--- src/rtl/data_cache.sv ---
// data_cache: direct-mapped, write-through, no-write-allocate data cache
// with a req/ack backing-memory port and load hit/miss counters.
module data_cache #(
  parameter int INDEX_BITS = 3
) (
  input  logic        clk,
  input  logic        rst_b,
  input  logic [31:0] mem_addr,
  input  logic [7:0]  mem_data_in [0:3],
  input  logic        mem_read_en,
  input  logic        mem_write_en,
  output logic [7:0]  mem_data_out [0:3],
  output logic        cache_stall,
  output logic        bk_req,
  output logic        bk_we,
  output logic [31:0] bk_addr,
  output logic [31:0] bk_wdata,
  input  logic        bk_ack,
  input  logic [31:0] bk_rdata,
  output logic [31:0] hit_count,
  output logic [31:0] miss_count
);
  localparam int LINES = 1 << INDEX_BITS;
  localparam int TAG_BITS = 30 - INDEX_BITS;
  typedef enum logic [1:0] {IDLE, FILL, WTHRU, WDONE} state_t;
  state_t state, state_nx;
  logic [LINES-1:0] valid;
  logic [TAG_BITS-1:0] tags [LINES];
  logic [31:0] lines [LINES];
  logic [INDEX_BITS-1:0] idx;
  logic [TAG_BITS-1:0] tag;
  logic hit, rd, wr;
  assign idx = mem_addr[INDEX_BITS+1:2];
  assign tag = mem_addr[31:INDEX_BITS+2];
  assign hit = valid[idx] && tags[idx] == tag;
  assign wr = mem_write_en;
  assign rd = mem_read_en && !mem_write_en;
  assign bk_addr = mem_addr & ~32'h3;
  assign bk_wdata = {mem_data_in[0], mem_data_in[1], mem_data_in[2], mem_data_in[3]};
  assign bk_req = state == FILL || state == WTHRU;
  assign bk_we = state == WTHRU;
  assign mem_data_out[0] = lines[idx][31:24];
  assign mem_data_out[1] = lines[idx][23:16];
  assign mem_data_out[2] = lines[idx][15:8];
  assign mem_data_out[3] = lines[idx][7:0];
  // WDONE releases the core for one cycle without a lookup, so the held store is not re-issued
  always_comb begin
    state_nx = state;
    cache_stall = 1'b1;
    case (state)
      IDLE: begin
        cache_stall = wr || (rd && !hit);
        state_nx = wr ? WTHRU : (rd && !hit) ? FILL : IDLE;
      end
      FILL: state_nx = bk_ack ? IDLE : FILL;
      WTHRU: state_nx = bk_ack ? WDONE : WTHRU;
      default: begin
        cache_stall = 1'b0;
        state_nx = IDLE;
      end
    endcase
  end
  always_ff @(posedge clk or negedge rst_b) begin
    if (!rst_b) begin
      state <= IDLE;
      valid <= '0;
      hit_count <= '0;
      miss_count <= '0;
    end else begin
      state <= state_nx;
      if (state == IDLE && rd && hit) hit_count <= hit_count + 32'd1;
      if (state == IDLE && rd && !hit) miss_count <= miss_count + 32'd1;
      if (state == FILL && bk_ack) valid[idx] <= 1'b1;
    end
  end
  always_ff @(posedge clk) begin
    if (state == FILL && bk_ack) begin
      tags[idx] <= tag;
      lines[idx] <= bk_rdata;
    end else if (state == WTHRU && bk_ack && hit) begin
      lines[idx] <= bk_wdata;
    end
  end
endmodule

--- config.mk ---
export PLATFORM = sky130hd
export DESIGN_NAME = data_cache
export DESIGN_NICKNAME = d
export VERILOG_FILES = /design/src/rtl/data_cache.sv
export SDC_FILE = /design/constraint.sdc
export NUM_CORES = 1
export LEC_CHECK = 0
export ABC_AREA = 1
export BUFFER_PORTS_ARGS = -buffer_cell sky130_fd_sc_hd__buf_2
export CORE_MARGIN = 5
export CORE_UTILIZATION = 59
export DETAILED_ROUTE_END_ITERATION = 6
export PLACE_DENSITY = 0.84
export SYNTH_ARGS = -nofsm -noshare
export SYNTH_HDL_FRONTEND = slang
export SYNTH_SLANG_ARGS = --single-unit
--- constraint.sdc ---
create_clock -name clk -period 4.3 [get_ports clk]
set_input_delay 0.86 -clock clk [delete_from_list [all_inputs] [get_ports clk]]
set_output_delay 0.86 -clock clk [all_outputs]
set_load 0.1 [all_outputs]
==> report_table.html <==
<table>
<tr><th>Metric</th><th>Value</th></tr>
<tr><th colspan="2">Status</th></tr>
<tr><td>Status</td><td>complete, but fails checks</td></tr>
<tr><td>Failing checks</td><td>DRC</td></tr>
<tr><th colspan="2">Worst setup path</th></tr>
<tr><td>Cell with the largest stage delay on the worst path</td><td>sky130_fd_sc_hd__buf_2</td></tr>
<tr><td>Required time at the worst-slack endpoint</td><td>3.44 ns</td></tr>
<tr><td>Cells along the critical path</td><td>buf_2 &gt; inv_2 &gt; nor2_2 &gt; buf_12 &gt; nand3_1 &gt; nand2_1 &gt; o21bai_1 &gt; and2_1 &gt; nand2_1 &gt; nor2_1 &gt; nand2_1 &gt; nor2_1 &gt; nand2_1 &gt; nand2_1 &gt; a21oi_2 &gt; buf_12</td></tr>
<tr><td>CP Class</td><td>in2out</td></tr>
<tr><td>Startpoint types</td><td>primary input</td></tr>
<tr><td>Critical path fanouts, max</td><td>22</td></tr>
<tr><td>Number of buffers and inverters on the critical path</td><td>4</td></tr>
<tr><td>Critical Path AT</td><td>3.26 ns</td></tr>
<tr><td>Maximum single-stage delay on the critical path</td><td>0.27 ns</td></tr>
<tr><td>Gate family responsible for the most delay along the worst path</td><td>simple AND/OR/NAND/NOR gates</td></tr>
<tr><td>Setup crit end kind</td><td>output port</td></tr>
<tr><td>Most common cell type on the critical path</td><td>sky130_fd_sc_hd__nand2_1</td></tr>
<tr><th colspan="2">Detailed routing</th></tr>
<tr><td>Number of search-and-repair iterations in the first detailed-routing pass</td><td>7</td></tr>
<tr><td>Routed WL per cell</td><td>19.62 um</td></tr>
<tr><td>Routed via count</td><td>18.17k</td></tr>
<tr><td>Number of DRC markers in iteration 0</td><td>1,929</td></tr>
<tr><td>Post-DR vias/cell</td><td>5.710</td></tr>
<tr><td>Detailed-route DRC error count</td><td>11</td></tr>
<tr><td>Routed wire length</td><td>62.44 mm</td></tr>
<tr><td>Antenna Violating Nets Remaining</td><td>0</td></tr>
<tr><th colspan="2">Layout</th></tr>
<tr><td>Fraction of layout cells with a size suffix above 1</td><td>0.1664</td></tr>
<tr><td>Antenna fix cells</td><td>0</td></tr>
<tr><td>Total of fill cells in the finished design</td><td>2,789</td></tr>
<tr><td>Final std cell area, no fill</td><td>28,760 um^2</td></tr>
<tr><td>Number of nets in the finished design</td><td>2,715</td></tr>
<tr><td>Area grow syn2layout</td><td>16.97%</td></tr>
<tr><th colspan="2">Timing</th></tr>
<tr><td>Post-route minimum period</td><td>4.116 ns</td></tr>
<tr><td>Final clock period utilization by the worst path</td><td>0.9572</td></tr>
<tr><td>Final hold violation count</td><td>0</td></tr>
<tr><td>Unrepaired setup endpoints after global routing</td><td>false</td></tr>
<tr><td>Final setup violation count</td><td>0</td></tr>
<tr><td>Final Skew</td><td>0.02822 ns</td></tr>
<tr><td>Count of pins over their slew limit</td><td>0</td></tr>
<tr><td>Worst slew pin tran</td><td>1.196 ns</td></tr>
<tr><td>Worst-case headroom to the max-slew limit</td><td>0.2019</td></tr>
<tr><td>Fmax achieved</td><td>243.0 MHz</td></tr>
<tr><th colspan="2">Yosys</th></tr>
<tr><td>Commonest cells post-synth</td><td>sky130_fd_sc_hd__nand2_1, sky130_fd_sc_hd__edfxtp_1, sky130_fd_sc_hd__inv_1</td></tr>
<tr><td>Ys flop type</td><td>sky130_fd_sc_hd__edfxtp_1</td></tr>
<tr><td>Mean post-synth cell area</td><td>10.29 um^2</td></tr>
<tr><td>Cell with the most instances after synthesis</td><td>sky130_fd_sc_hd__nand2_1</td></tr>
<tr><td>Register area share after synthesis</td><td>0.6518</td></tr>
<tr><td>Netlist cell types</td><td>36</td></tr>
<tr><td>Gate Count Post-Synth</td><td>2,389</td></tr>
<tr><td>Warnings from Yosys</td><td>0</td></tr>
<tr><td>Library cell with the largest summed area after synthesis</td><td>sky130_fd_sc_hd__edfxtp_1</td></tr>
<tr><td>Flip-flop and latch count after synthesis</td><td>546</td></tr>
<tr><td>Number of enable flip-flop cells after synthesis</td><td>472</td></tr>
<tr><td>Area of the mapped netlist</td><td>24,590 um^2</td></tr>
<tr><td>Top area cells in the synthesized netlist</td><td>sky130_fd_sc_hd__edfxtp_1, sky130_fd_sc_hd__nand2_1, sky130_fd_sc_hd__dfrtp_1, sky130_fd_sc_hd__inv_1, sky130_fd_sc_hd__nand3_1</td></tr>
<tr><td>Post-synthesis async set-or-reset flop share</td><td>0.1355</td></tr>
<tr><td>Synth top area share</td><td>0.5765</td></tr>
<tr><th colspan="2">Floorplan</th></tr>
<tr><td>Starting Density</td><td>0.5994</td></tr>
<tr><td>Full die area</td><td>45,860 um^2</td></tr>
<tr><td>Standard cell core area</td><td>41,020 um^2</td></tr>
<tr><td>Overall die width</td><td>214.1 um</td></tr>
<tr><td>Rows</td><td>74</td></tr>
<tr><td>Count of boundary I/O pins</td><td>264</td></tr>
<tr><td>Die Y</td><td>214.1 um</td></tr>
<tr><th colspan="2">Clock network</th></tr>
<tr><td>Clock latency of the later-clocked register in the worst-skew pair</td><td>0.60 ns</td></tr>
<tr><td>CTS tree</td><td>built</td></tr>
<tr><td>Total of hold buffers inserted after clock tree synthesis</td><td>0</td></tr>
<tr><td>Clock-pin slew on the worst setup and hold paths</td><td>0.06 ns</td></tr>
<tr><td>Number of sinks driven by the clock tree</td><td>546</td></tr>
<tr><td>Maximum level of the CTS H-tree</td><td>2</td></tr>
<tr><td>Buffer type at the clock tree root</td><td>sky130_fd_sc_hd__clkbuf_16</td></tr>
<tr><td>Post-CTS setup buffers</td><td>0</td></tr>
<tr><td>Maximum buffer depth of the clock tree</td><td>3</td></tr>
<tr><td>PostCTS Resize Cnt</td><td>0</td></tr>
<tr><td>Inserted Clock Buffers</td><td>53</td></tr>
<tr><th colspan="2">Global route</th></tr>
<tr><td>Global-route wire length before repair</td><td>97.08 mm</td></tr>
<tr><td>Initial antenna violation count</td><td>0</td></tr>
<tr><td>GRT Overall Usage</td><td>0.2648</td></tr>
<tr><td>Maximum number of pins on one net before global-route repair</td><td>75</td></tr>
<tr><td>Number of global-route vias before repair</td><td>18.19k</td></tr>
<tr><td>Overflow left after global routing</td><td>0</td></tr>
<tr><th colspan="2">Place</th></tr>
<tr><td>Number of buffers added on ports</td><td>259</td></tr>
<tr><td>Routability cong.</td><td>0.8941</td></tr>
<tr><td>DP Area</td><td>27,050 um^2</td></tr>
<tr><td>Detailed placer's ending HPWL</td><td>38.97 mm</td></tr>
<tr><th colspan="2">Power and ir drop</th></tr>
<tr><td>Worst IR Drop VDD</td><td>0.0006349 V</td></tr>
<tr><td>Power Dens Cells</td><td>437.6 nW/um^2</td></tr>
<tr><td>Power Total</td><td>12,590 uW</td></tr>
<tr><td>Static leakage</td><td>0.01225 uW</td></tr>
<tr><th colspan="2">Hold path</th></tr>
<tr><td>Worst hold path class</td><td>in2async</td></tr>
<tr><th colspan="2">Run</th></tr>
<tr><td>Max Cap Violations</td><td>0</td></tr>
</table>
==> layout by cell type (no fill, tap or decap), types with 10 or more instances in the layout <==
master,instances
sky130_fd_sc_hd__inv_1,264
sky130_fd_sc_hd__nor2_4,10
sky130_fd_sc_hd__xor2_1,41
sky130_fd_sc_hd__nor3_1,35
sky130_fd_sc_hd__edfxtp_1,472
sky130_fd_sc_hd__o21bai_1,12
sky130_fd_sc_hd__buf_12,53
sky130_fd_sc_hd__a32o_1,13
sky130_fd_sc_hd__buf_2,224
sky130_fd_sc_hd__xnor2_1,19
sky130_fd_sc_hd__nor4_1,10
sky130_fd_sc_hd__nand3_1,150
sky130_fd_sc_hd__clkinv_2,12
sky130_fd_sc_hd__buf_4,40
sky130_fd_sc_hd__o21ai_1,10
sky130_fd_sc_hd__a22oi_1,41
sky130_fd_sc_hd__nor2_1,119
sky130_fd_sc_hd__nand4_1,65
sky130_fd_sc_hd__a221oi_1,27
sky130_fd_sc_hd__clkinv_1,10
sky130_fd_sc_hd__clkbuf_1,13
sky130_fd_sc_hd__or2_2,11
sky130_fd_sc_hd__clkbuf_16,54
sky130_fd_sc_hd__nand2_1,796
sky130_fd_sc_hd__nor2_2,10
sky130_fd_sc_hd__dfrtp_1,74
==> where the power goes <==
part	leakage (uW)	switching (uW)	internal [uW]
clock	0.000844	1920	2650
combinational	0.00615	1540	490
sequential	0.00526	67.2	5910
==> cells by family (layout without fill, tap and decap cells) <==
group,count (synthesis),count (layout),synth area share
AND/OR/NAND/NOR,1221,1221,0.2069
adder cells (fa/ha/maj),6,6,0.003053
flip-flops,546,546,0.6518
other,1,2,0.0001525
AO/OA/AOI/OAI,131,131,0.04015
buffers and inverters,424,684,0.07664
XOR/XNOR,60,60,0.02137
==> worst paths after layout <==
check	startpoint	end	slack (ns)	depth (start not counted)
setup / recovery	mem_addr[3]	cache_stall	0.18	16
hold / removal	rst_b	hit_count[0]	0.43	1
setup reg to reg	tags[0][21]	lines[3][12]	1.21	13
hold reg to reg	valid[6]	valid[6]	0.48	1
max in group asynchronous	rst_b	hit_count[22]	3.23	1
min in group clk	valid[6]	valid[6]	0.48	1
==> sequential cells by signal, indices dropped and copies added, names as in the netlist <==
name	count
lines	256
tags	216
miss_count	32
state	2
hit_count	32
valid	8
==> layer usage <==
layer  wire length (um)  vias to the layer above  track usage
li1                   -                     8363            -
met1              23350                     8665       0.3388
met2              31810                      990       0.4634
met3               5456                      151      0.04024
met4               1823                        0      0.09684
met5                  0                        -            0
==> stage by stage <==
| stage | std cells | hold WS (ns) | setup WS (ns) | setup TNS (ns) | utilization |
|---|---|---|---|---|---|
| final | 3182 | 0.4306 | 0.1842 | 0 | 0.7011 |
| after floorplan | 2390 | 0.4240 | -0.3031 | -77.58 | - |
| after CTS | 3182 | 0.4533 | 0.2658 | 0 | 0.7011 |
| after global routing | 3182 | 0.4920 | 0.1084 | 0 | 0.7011 |
| after detailed placement | 3085 | 0.4598 | 0.1998 | 0 | 0.6595 |
| after global placement | 3085 | 0.4431 | 0.2681 | 0 | 0.6595 |
==> area by class of cell <==
class                           instances  area [um^2]  share of cell area
Sequential cell                       546        16030              0.5572
Multi-Input combinational cell       1420         6865              0.2387
Timing Repair Buffer                  317         2482             0.08632
Clock buffer                           70         1441             0.05012
Inverter                              270         1013             0.03524
Tap cell                              532        665.6             0.02315
Clock inverter                         27        265.3            0.009223
==> worst reg2reg max path, delay by kind of cell (launching register included) <==
kind,cells,cell delay [ns]
buffers and inverters,1,0.27
AO/OA/AOI/OAI,1,0.25
flip-flops,1,0.39
AND/OR/NAND/NOR,11,1.81
Note: power is estimated with default switching activity, not from simulation.
